<file path="src/rtl/frame_sanitizer.sv">
`default_nettype none
// frame_sanitizer: enforces header/data/footer framing on the mixer output stream and keeps
// saturating error counters for run monitoring. rev 1.0
module frame_sanitizer #(
   parameter int DATA_WIDTH    = 64,
   parameter int MAX_FRAME_LEN = 4095,
   parameter int CNT_WIDTH     = 16
) (
   input  logic                  CLK,
   input  logic                  RESETN,
   input  logic [DATA_WIDTH-1:0] DIN,
   input  logic                  iVALID,
   output logic                  oREADY,
   output logic [DATA_WIDTH-1:0] DOUT,
   output logic                  oVALID,
   input  logic                  iREADY,
   output logic [CNT_WIDTH-1:0]  HDR_LOST_CNT,
   output logic [CNT_WIDTH-1:0]  FTR_LOST_CNT,
   output logic [CNT_WIDTH-1:0]  LEN_ERR_CNT
);

   localparam logic [DATA_WIDTH-1:0] SYNTH_FTR = DATA_WIDTH'(64'h8000_8000_0000_5555);
   localparam logic [11:0]           MAX_LEN   = 12'(MAX_FRAME_LEN);
   localparam logic [CNT_WIDTH-1:0]  CNT_MAX   = '1;

   typedef enum logic [1:0] {
      IDLE    = 2'd0,
      FRAME   = 2'd1,
      CLOSE   = 2'd2,
      DISCARD = 2'd3
   } state_t;

   state_t                state, state_nx;
   logic [11:0]           frame_len, frame_len_nx;
   logic [11:0]           word_cnt, word_cnt_nx;
   logic [DATA_WIDTH-1:0] dout_nx;
   logic                  ovalid_nx;
   logic                  started;
   logic                  is_hdr, is_ftr;
   logic                  out_free, hdr_break, accept;
   logic                  hdr_lost_inc, ftr_lost_inc, len_err_inc;

   assign is_hdr    = (DIN[DATA_WIDTH-1 -: 16] == 16'hAAAA);
   assign is_ftr    = (DIN[15:0] == 16'h5555) && !is_hdr;
   assign out_free  = !oVALID || iREADY;
   // A header arriving inside a frame is refused so upstream re-presents it after the synthetic footer.
   assign hdr_break = (state == FRAME) && iVALID && is_hdr;
   assign oREADY    = started && out_free && (state != CLOSE) && !hdr_break;
   assign accept    = iVALID && oREADY;

   always_comb begin
      state_nx     = state;
      frame_len_nx = frame_len;
      word_cnt_nx  = word_cnt;
      dout_nx      = DOUT;
      ovalid_nx    = oVALID && !iREADY;
      hdr_lost_inc = 1'b0;
      ftr_lost_inc = 1'b0;
      len_err_inc  = 1'b0;
      case (state)
         IDLE, DISCARD: begin
            if (accept) begin
               if (is_hdr) begin
                  dout_nx      = DIN;
                  ovalid_nx    = 1'b1;
                  frame_len_nx = DIN[11:0];
                  word_cnt_nx  = 12'd0;
                  state_nx     = FRAME;
               end else if (is_ftr) begin
                  hdr_lost_inc = 1'b1;
                  state_nx     = IDLE;
               end else begin
                  state_nx = DISCARD;
               end
            end
         end
         FRAME: begin
            if (hdr_break) begin
               ftr_lost_inc = 1'b1;
               // With a free output slot the footer is closed at once, so the stall lasts one cycle.
               if (out_free) begin
                  dout_nx   = SYNTH_FTR;
                  ovalid_nx = 1'b1;
                  state_nx  = IDLE;
               end else begin
                  state_nx = CLOSE;
               end
            end else if (accept) begin
               dout_nx   = DIN;
               ovalid_nx = 1'b1;
               if (is_ftr) begin
                  len_err_inc = (word_cnt != frame_len);
                  state_nx    = IDLE;
               end else begin
                  word_cnt_nx = word_cnt + 12'd1;
                  if (word_cnt_nx == MAX_LEN) begin
                     ftr_lost_inc = 1'b1;
                     state_nx     = CLOSE;
                  end
               end
            end
         end
         CLOSE: begin
            if (out_free) begin
               dout_nx   = SYNTH_FTR;
               ovalid_nx = 1'b1;
               state_nx  = IDLE;
            end
         end
         default: state_nx = IDLE;
      endcase
   end

   always_ff @(posedge CLK or negedge RESETN) begin
      if (!RESETN) begin
         state        <= IDLE;
         frame_len    <= 12'd0;
         word_cnt     <= 12'd0;
         DOUT         <= '0;
         oVALID       <= 1'b0;
         started      <= 1'b0;
         HDR_LOST_CNT <= '0;
         FTR_LOST_CNT <= '0;
         LEN_ERR_CNT  <= '0;
      end else begin
         state     <= state_nx;
         frame_len <= frame_len_nx;
         word_cnt  <= word_cnt_nx;
         DOUT      <= dout_nx;
         oVALID    <= ovalid_nx;
         started   <= 1'b1;
         if (hdr_lost_inc && (HDR_LOST_CNT != CNT_MAX)) HDR_LOST_CNT <= HDR_LOST_CNT + 1'b1;
         if (ftr_lost_inc && (FTR_LOST_CNT != CNT_MAX)) FTR_LOST_CNT <= FTR_LOST_CNT + 1'b1;
         if (len_err_inc && (LEN_ERR_CNT != CNT_MAX))   LEN_ERR_CNT  <= LEN_ERR_CNT + 1'b1;
      end
   end

endmodule
`default_nettype wire
</file>
<file path="config.mk">
export PLATFORM = sky130hd
export DESIGN_NAME = frame_sanitizer
export DESIGN_NICKNAME = d
export VERILOG_FILES = /design/src/rtl/frame_sanitizer.sv
export SDC_FILE = /design/constraint.sdc
export NUM_CORES = 1
export LEC_CHECK = 0
export CORE_MARGIN = 2
export CORE_UTILIZATION = 36
export CTS_CLUSTER_DIAMETER = 200
export CTS_CLUSTER_SIZE = 16
export DETAILED_ROUTE_END_ITERATION = 12
export PLACE_DENSITY = 0.64
export SYNTH_ARGS = -nofsm -noshare
export SYNTH_HDL_FRONTEND = slang
export SYNTH_SLANG_ARGS = --single-unit
</file>
<file path="constraint.sdc">
create_clock -name CLK -period 2.4 [get_ports CLK]
set_input_delay 0.48 -clock CLK [delete_from_list [all_inputs] [get_ports CLK]]
set_output_delay 0.48 -clock CLK [all_outputs]
set_load 0.02 [all_outputs]
</file>
==> metrics.csv, run 1 <==
stage,metric,value,unit
clocking,H-tree Lvls,4,
synth,Syn Nets,649,
synth,syn avg cell area,11.39,um^2
power,power per cell area,792.2,mW/mm^2
synth,synthesized area,0.006525,mm^2
clocking,CTS max path bufs,2,
sta,relative slew slack,0.5569,
synth,Synth Warn #,0,
sta,Hold WS,0.06479,ns
drt,Vias/cell,5.093,
clocking,CTS buffer count,17,
synth,Seq cells post-synth,140,
placed_design,Final Wtd Congestion,0.8329,
drt,routed vias,5465,
synth,Post-synth EDFFs,0,
placed_design,dpl hpwl,13460,um
drt,number of remaining DRC errors,0,
finish,share of post-route cells with drive strength above 1,0.2085,
finish,Final Util,0.5523,
floorplan,core area,0.01790,mm^2
worst_hold_path,worst hold-check path type,in2async,
synth,Yosys cell types,61,
critical_path,Setup crit start kind,input pin,
floorplan,Initial Util,0.3645,
outcome,status,"finished, final reports clean",
global_route,GRT overflow,0,
sta,final hold violation count,0,
power,P_leak,4.506,nW
critical_path,required arrival time at the worst endpoint,2.73,ns
finish,"commonest non-fill, non-tap cells in the layout","clkdlybuf4s50_1 (159), dfrtp_1 (139), buf_4 (78)",
flow_run,maxcap violations,0,
floorplan,width of the die,138.6,um
floorplan,die area,0.01922,mm^2
global_route,total track usage,0.1953,
clocking,clock latency on the worst-skew pair,0.42,ns
floorplan,I/O pin count,182,
synth,ys async rst share,1.000,
sta,RSZ-0062 raised after global routing,yes,
sta,crit path time final,2.341,ns
critical_path,critical-path maximum fanout,4,
sta,fmax,0.4272,GHz
synth,Main synth FF type,dfrtp_1,
critical_path,Crit. End Element,register,
synth,Post-Synthesis Cells,573,
placed_design,placed cell area,0.009246,mm^2
floorplan,Die Span Y,138.6,um
drt,1st-iter DRT viols,332,
sta,"Slew Viols, Final",0,
sta,Final Cycle Share,0.9753,
drt,ANT nets after route,0,
critical_path,Setup CP Type,in2reg,
critical_path,Reg2Reg Setup Slack,0.12,ns
power,Max VDD drop,544.0,uV
global_route,first-pass GRT wire length,30070,um
clocking,clk sinks,140,
drt,DR WL/cell,17.15,um
synth,register area share after synthesis,0.5369,
global_route,initial antenna violation count,0,
finish,area delta synth->final,51.52,%
clocking,CTS tree,done,
clocking,clk root buf,clkbuf_16,
placed_design,IO buf count,181,
critical_path,WP data arrival,2.67,ns
sta,Setup Skew,0.01667,ns
finish,"most common cell after layout, fill and taps aside",clkdlybuf4s50_1,
floorplan,# rows,49,
finish,# diodes,0,
global_route,largest net degree at the start of global routing,70,
clocking,clock-pin slew of the registers on the worst-case setup and hold paths,0.06,ns
global_route,vias in the first global route,5779,
finish,final net count,908,
finish,design area,0.009887,mm^2
drt,drt pass-1 iters,5,
sta,Worst-Margin Slew,0.6646,ns
drt,Post-Route WL,18400,um
sta,Final setup viols,0,
-- flip-flops by register name, summed over array words and instances (netlist names) --
| name | cells |
|---|---|
| DOUT | 64 |
| FTR_LOST_CNT | 16 |
| HDR_LOST_CNT | 16 |
| LEN_ERR_CNT | 16 |
| frame_len | 12 |
| word_cnt | 12 |
| state | 2 |
| oVALID | 1 |
| started | 1 |
-- power by group --
group / switching, mW / internal, mW
combinational: 1.47 / 1.20
clock: 1.01 / 1.47
sequential: 0.137 / 2.56
-- repair_timing --
action | 4_1_cts | 5_1_grt
setup endpoints to repair | 56 | 49
gates resized for setup | 23 | 25
hold buffers | 0 | 0
pin swaps | 15 | 20
setup buffers | 2 | 0
gates cloned | 0 | 0
-- worst max-delay path, stage by stage --
cell and delay (ns):
clkdlybuf4s50_1 0.48, and4bb_2 0.28, and4_4 0.21, or2_4 0.25, nor3b_4 0.31, a31oi_4 0.15, buf_6 0.15, nor4_4 0.21
xor2_1 0.16
-- cell type report --
class | instances | area (um^2)
inverter | 16 | 60.06
timing repair buffer | 267 | 2536
sequential | 140 | 3505
clock inverter | 11 | 96.34
fill | 1538 | 8015
tap | 229 | 286.5
clock buffer | 20 | 456.7
multi-input combinational | 390 | 2947
-- layer usage --
metal | share of wire | vias to the layer above | GRT usage
li1 | - | 2596 | -
met1 | 0.43 | 2685 | 0.2470
met2 | 0.49 | 163 | 0.3194
met3 | 0.071 | 21 | 0.06492
met4 | 0.016 | 0 | 0.06114
met5 | 0 | - | 0
-- per-stage QoR --
step / setup WS [ns] / power [mW] / instances / TNS, ns
2_1_floorplan: -0.1044 / 3.997 / 573 / -0.3136
3_3_place_gp: -0.6663 / 5.296 / 1041 / -47.89
3_5_place_dp: -0.7046 / 5.363 / 1041 / -53.31
4_1_cts: 0.006485 / 7.884 / 1073 / 0
5_1_grt: -0.002019 / 8.232 / 1073 / -0.003079
6_report: 0.05926 / 7.833 / 1073 / 0
-- synthesized netlist by cell type (all sizes together), types with 11 or more instances --
cell	count	area, um^2
dfrtp	140	3503
a22o	64	560.5
nand2	42	160.2
xnor2	34	305.3
nor2	24	90.09
nand3	23	120.1
o21ai	22	110.1
xor2	22	192.7
clkbuf	21	78.83
a21oi	19	95.09
nand4	18	127.6
inv	16	60.06
mux2	16	180.2
nor3	11	66.32
-- worst paths after layout --
| kind | from | endpoint | depth (start not counted) |
|---|---|---|---|
| max | DIN[50] | FTR_LOST_CNT[15] | 9 |
| min | RESETN | LEN_ERR_CNT[8] | 1 |
| max reg2reg | word_cnt[0] | FTR_LOST_CNT[15] | 11 |
| min reg2reg | LEN_ERR_CNT[6] | LEN_ERR_CNT[6] | 1 |
| max in group asynchronous | RESETN | DOUT[60] | 2 |
| min in group CLK | DIN[12] | DOUT[12] | 3 |
-- kinds of logic (layout without fill, tap and decap cells) --
| logic type | count (synthesis) | in the layout | synth area share |
|---|---|---|---|
| and+or+nand+nor | 180 | 180 | 0.1649 |
| DFF | 140 | 140 | 0.5369 |
| AOI/OAI and AO/OA | 128 | 128 | 0.1501 |
| xor gates and xnor gates | 56 | 56 | 0.07632 |
| buffers and inverters | 43 | 314 | 0.02665 |
| muxes | 17 | 17 | 0.02915 |
| adders and majority gates | 8 | 8 | 0.01534 |
| other | 1 | 1 | 0.0005747 |
Note: power is estimated with default switching activity, not from simulation.
==> inputs of run 2 (changes only) <==
--- a/config.mk
+++ b/config.mk
@@ -11,6 +11,8 @@
 export CTS_CLUSTER_SIZE = 16
 export DETAILED_ROUTE_END_ITERATION = 12
 export PLACE_DENSITY = 0.64
+export SLEW_MARGIN = 20
 export SYNTH_ARGS = -nofsm -noshare
 export SYNTH_HDL_FRONTEND = slang
 export SYNTH_SLANG_ARGS = --single-unit
+export TNS_END_PERCENT = 10
==> run 2 against run 1 <==
  * Global-route usage is 0.28 points higher
  * First-iteration DRC count is 6.0% lower
  * Total power is 4.3% higher
  * Clock skew is 0.0039 ns lower
  * Combinational power is 5% higher
  * Sequential share of layout area is 0.33 points lower
  * Critical path type is now in2out
  * Sequential cell count stayed put
  * Wire length is 2.8% higher
  * Sequential power hardly changed
  * Non-clock buffer count is 3 higher
  * Worst hold slack worse by 0.026 ns
  * Cell count is 0.56% higher
==> metrics.csv, run 2 (synthesis results as in run 1) <==
stage,metric,value,unit
outcome,status,"finished, final reports clean",
critical_path,Critical Path End,oREADY,
finish,"commonest non-fill, non-tap cells in the layout","clkdlybuf4s50_1 (163), dfrtp_1 (138), buf_4 (81)",
power,P_leak,4.526,nW
critical_path,critical path's slowest cell,clkdlybuf4s50_1,
critical_path,crit path launch,DIN[51],
drt,Post-Route WL,18910,um
sta,Setup Skew,0.01278,ns
finish,area delta synth->final,53.00,%
clocking,H-tree Lvls,4,
sta,Final Cycle Share,0.9913,
finish,share of post-route cells with drive strength above 1,0.2118,
floorplan,# rows,49,
finish,# diodes,0,
critical_path,CP top delay family,buffers and inverters,
sta,total negative slack,0,ns
placed_design,dpl hpwl,13640,um
sta,RSZ-0062 raised after global routing,yes,
worst_hold_path,worst hold-check path type,in2async,
sta,final hold violation count,0,
drt,drt pass-1 iters,5,
sta,fmax,0.4203,GHz
sta,Final Worst Setup Slack,0.02078,ns
global_route,vias in the first global route,5780,
critical_path,Stages on worst setup path,7,
critical_path,critical-path maximum fanout,2,
critical_path,cells on worst reg2reg path,8,
finish,final net count,913,
critical_path,Setup crit start kind,input pin,
drt,1st-iter DRT viols,312,
floorplan,Initial Util,0.3645,
floorplan,width of the die,138.6,um
placed_design,dpl ws,-0.7271,ns
clocking,CTS tree,done,
placed_design,Final Wtd Congestion,0.8420,
finish,fillers,1525,
drt,Vias/cell,5.178,
clocking,clk sinks,140,
critical_path,Reg2Reg Setup Slack,0.11,ns
critical_path,required arrival time at the worst endpoint,1.92,ns
critical_path,Setup CP Type,in2out,
finish,max reg flops,64,
power,Max VDD drop,616.2,uV
critical_path,CP Buf/Inv Count,3,
global_route,GRT overflow,0,
clocking,# hold bufs at CTS,0,
drt,ANT nets after route,0,
finish,largest register by flop count,DOUT,
drt,routed vias,5587,
clocking,CTS buffer count,17,
critical_path,max incr delay on CP,0.49,ns
clocking,CTS max path bufs,2,
sta,Worst-Margin Slew,0.6540,ns
floorplan,core area,0.01790,mm^2
critical_path,FF-to-FF End,FTR_LOST_CNT[14],
floorplan,die area,0.01922,mm^2
clocking,clk root buf,clkbuf_16,
global_route,total track usage,0.1981,
global_route,largest net degree at the start of global routing,69,
sta,crit path time final,2.379,ns
placed_design,IO buf count,181,
clocking,clock latency on the worst-skew pair,0.43,ns
flow_run,maxcap violations,0,
clocking,clock-pin slew of the registers on the worst-case setup and hold paths,0.06,ns
sta,Final setup viols,0,
critical_path,WP data arrival,1.90,ns
power,power per cell area,818.5,mW/mm^2
sta,relative slew slack,0.5640,
critical_path,Reg-to-Reg Start,word_cnt[4],
finish,"most common cell after layout, fill and taps aside",clkdlybuf4s50_1,
critical_path,Crit. End Element,output pin,
critical_path,CP Cell Sequence,clkdlybuf4s50_1 -> and4bb_2 -> buf_4 -> nand4_1 -> nor2_1 -> nor3_1 -> buf_4,
global_route,first-pass GRT wire length,30520,um
sta,"Slew Viols, Final",0,
drt,number of remaining DRC errors,0,
floorplan,Die Span Y,138.6,um
drt,DR WL/cell,17.53,um
critical_path,CP most frequent cell,buf_4,
global_route,initial antenna violation count,0,
floorplan,I/O pin count,182,
-- run 2: layout make-up --
| type | instances | area (um^2) | area share |
|---|---|---|---|
| clock buffer | 18 | 439.2 | 0.04399 |
| tap | 229 | 286.5 | 0.02870 |
| inverter | 16 | 60.06 | 0.006016 |
| multi-input combinational | 392 | 2959 | 0.2964 |
| timing repair buffer | 270 | 2577 | 0.2582 |
| sequential | 140 | 3506 | 0.3512 |
| clock inverter | 14 | 155.1 | 0.01554 |
-- run 2: per-layer routing --
metal,GRT usage,up-vias,share of wire
met5,0,-,0
met4,0.06805,0,0.020
met3,0.06733,27,0.066
met2,0.3121,173,0.47
met1,0.2572,2771,0.44
li1,-,2616,-
-- run 2: per-stage QoR --
step / hold WS (ns) / utilization / instance area [um^2] / total power, mW / instances
5_1_grt: 0.09414 / 0.5577 / 9983 / 8.600 / 1079
2_1_floorplan: 0.1844 / - / 6529 / 3.994 / 573
3_5_place_dp: 0.4839 / 0.5165 / 9246 / 5.440 / 1038
4_1_cts: 0.05959 / 0.5512 / 9868 / 8.158 / 1073
3_3_place_gp: 0.4805 / 0.5150 / 9219 / 5.361 / 1037
6_report: 0.03900 / 0.5577 / 9983 / 8.172 / 1079
-- run 2: repair_timing --
action	4_1_cts	5_1_grt
cloned	0	2
pin swaps	12	11
setup endpoints to repair	83	77
setup buffers	3	4
gates resized for setup	24	21
-- run 2: how the worst min path moves through the flow --
stage	from	end	slack, ns
floorplan	RESETN	DOUT[0]	0.18
global placement	FTR_LOST_CNT[13]	FTR_LOST_CNT[13]	0.48
detailed placement	DOUT[17]	DOUT[17]	0.48
CTS	RESETN	LEN_ERR_CNT[4]	0.06
global route	RESETN	LEN_ERR_CNT[4]	0.09
finish	RESETN	LEN_ERR_CNT[4]	0.04
-- run 2: where the power goes --
part	internal (mW)	switching [mW]
clock network	1.58	1.09
registers	2.56	0.139
logic	1.30	1.50
==> inputs of run 3 (changes only) <==
--- a/config.mk
+++ b/config.mk
@@ -5,12 +5,13 @@
 export SDC_FILE = /design/constraint.sdc
 export NUM_CORES = 1
 export LEC_CHECK = 0
-export CORE_MARGIN = 2
-export CORE_UTILIZATION = 36
+export CORE_MARGIN = 1.5
+export CORE_UTILIZATION = 44
 export CTS_CLUSTER_DIAMETER = 200
 export CTS_CLUSTER_SIZE = 16
 export DETAILED_ROUTE_END_ITERATION = 12
-export PLACE_DENSITY = 0.64
+export PLACE_DENSITY = 0.76
+export REMOVE_ABC_BUFFERS = 1
 export SLEW_MARGIN = 20
 export SYNTH_ARGS = -nofsm -noshare
 export SYNTH_HDL_FRONTEND = slang
==> run 3 against run 2 <==
  * The flow now finishes with violations (setup timing)
  * Critical endpoint is now LEN_ERR_CNT[15]
  * Critical path type is now in2reg
  * Sequential power is essentially flat
  * Clock power grew 4%
  * Cell count shrank 4.2%
  * Wire length shrank 2.0%
  * Core utilization grew 13 points
  * Largest power group is now the clock network
  * First-iteration DRC count grew 5.1%
  * Total power shrank 0.69%
==> metrics.csv, run 3 (synthesis results as in run 1) <==
stage,metric,value,unit
drt,1st-iter DRT viols,328,
finish,share of post-route cells with drive strength above 1,0.2200,
finish,"most common cell after layout, fill and taps aside",clkdlybuf4s50_1,
critical_path,FF-to-FF End,FTR_LOST_CNT[15],
sta,crit path time final,2.402,ns
drt,Post-Route WL,18540,um
sta,RSZ-0062 raised after global routing,yes,
placed_design,Final Wtd Congestion,0.9554,
drt,number of remaining DRC errors,0,
critical_path,required arrival time at the worst endpoint,2.70,ns
power,Sw Ratio,0.3189,
finish,# diodes,0,
floorplan,die area,0.01557,mm^2
worst_hold_path,worst hold-check path type,in2async,
sta,Setup Skew,0.009317,ns
global_route,total track usage,0.2422,
sta,fmax,0.4163,GHz
floorplan,I/O pin count,182,
sta,Final Worst Setup Slack,-0.002224,ns
clocking,clk sinks,140,
critical_path,Reg-to-Reg Start,word_cnt[0],
sta,final hold violation count,0,
floorplan,width of the die,124.8,um
power,Logic pwr share,0.327,
sta,Final setup viols,1,
finish,largest register by flop count,DOUT,
critical_path,Critical Path End,LEN_ERR_CNT[15],
clocking,# hold bufs at CTS,0,
power,Clk pwr share,0.342,
drt,Vias/cell,5.462,
clocking,clk root buf,clkbuf_16,
floorplan,core area,0.01448,mm^2
clocking,CTS buffer count,17,
global_route,first-pass GRT wire length,30140,um
critical_path,critical-path maximum fanout,7,
placed_design,dpl ws,-0.7177,ns
critical_path,WP data arrival,2.70,ns
floorplan,Initial Util,0.4507,
clocking,clock latency on the worst-skew pair,0.42,ns
power,total power,8.115,mW
outcome,violated checks,setup timing,
drt,routed vias,5648,
finish,design area,0.009973,mm^2
drt,DR WL/cell,17.93,um
finish,"commonest non-fill, non-tap cells in the layout","clkdlybuf4s50_1 (167), dfrtp_1 (138), buf_4 (80)",
clocking,clock-pin slew of the registers on the worst-case setup and hold paths,0.06,ns
critical_path,CP Cell Sequence,clkdlybuf4s15_1 -> or4bb_4 -> nor4_4 -> nand2_2 -> buf_6 -> nor4_4 -> and4_1 -> buf_6 -> nand4_4 -> xnor2_2,
power,sequential power share,0.331,
critical_path,Reg2Reg Setup Slack,0.05,ns
global_route,GRT overflow,0,
critical_path,Setup crit start kind,input pin,
global_route,vias in the first global route,5893,
global_route,initial antenna violation count,0,
outcome,status,finished with violations,
floorplan,Die Span Y,124.8,um
power,Internal,5.527,mW
critical_path,max incr delay on CP,0.53,ns
critical_path,Crit. End Element,register,
power,switching pwr,2.588,mW
power,P_leak,4.539,nW
placed_design,IO buf count,181,
clocking,CTS max path bufs,2,
clocking,CTS tree,done,
finish,max reg flops,64,
sta,relative slew slack,0.5845,
critical_path,Setup CP Type,in2reg,
placed_design,placed cell area,0.009181,mm^2
sta,"Slew Viols, Final",0,
floorplan,# rows,44,
placed_design,dpl hpwl,13080,um
global_route,largest net degree at the start of global routing,57,
critical_path,crit path launch,DIN[15],
sta,Final Cycle Share,1.001,
critical_path,critical path's slowest cell,or4bb_4,
power,Max VDD drop,550.7,uV
finish,area delta synth->final,52.85,%
power,power per cell area,813.7,mW/mm^2
critical_path,cells on worst reg2reg path,9,
drt,drt pass-1 iters,4,
finish,final net count,913,
sta,Hold WS,0.02192,ns
drt,ANT nets after route,0,
flow_run,maxcap violations,0,
clocking,H-tree Lvls,4,
sta,Worst-Margin Slew,0.6176,ns
==> run 3: per-stage QoR <==
step | utilization | TNS, ns | instances
CTS | 0.6844 | -0.7863 | 1031
global route | 0.6888 | -2.753 | 1034
floorplan | - | -133.98 | 546
finish | 0.6888 | -0.002224 | 1034
global placement | 0.6322 | -67.01 | 993
detailed placement | 0.6341 | -60.70 | 994
==> run 3: worst min-delay path by stage <==
| stage | start | end | slack [ns] |
|---|---|---|---|
| floorplan | RESETN | DOUT[0] | 0.18 |
| global placement | RESETN | word_cnt[7] | 0.48 |
| detailed placement | DOUT[1] | DOUT[1] | 0.48 |
| CTS | RESETN | word_cnt[11] | 0.04 |
| global route | RESETN | word_cnt[9] | 0.07 |
| finish | RESETN | word_cnt[9] | 0.02 |
==> run 3: critical path: cells and delay by family <==
family,cells,cell delay (ns)
simple gates,6,1.61
buf+inv,3,0.47
xor+xnor,1,0.15
==> run 3: layout make-up <==
cell class,count,area [um^2]
repair buffers,271,2569
multi-input cells,391,2984
clock buffers,26,519.2
fillers,1047,4506
well taps,184,230.2
inverters,16,60.06
flip-flops and latches,140,3506
clock inverters,6,105.1
==> run 3: timing repair <==
item / 4_1_cts / 5_1_grt
gates cloned: 0 / 1
endpoints found under the setup margin: 83 / 98
setup buffers: 5 / 2
pin swaps: 14 / 7
gates resized for setup: 42 / 22
endpoints found under the hold margin: 0 / 0
==> run 3: routing by layer <==
metal / global-route usage / up-vias / part of all wire
met5: 0 / - / 0
met4: 0.08722 / 0 / 0.019
met3: 0.06701 / 29 / 0.055
met2: 0.4014 / 190 / 0.50
met1: 0.3038 / 2816 / 0.42
li1: - / 2613 / -
==> run 3: power by group through the flow <==
stage	combinational [mW]	sequential [mW]	clock, mW
floorplan	1.03	2.89	0
global placement	2.49	2.71	0
detailed placement	2.58	2.72	0
CTS	2.59	2.68	2.81
global route	2.87	2.71	2.91
finish	2.65	2.69	2.77
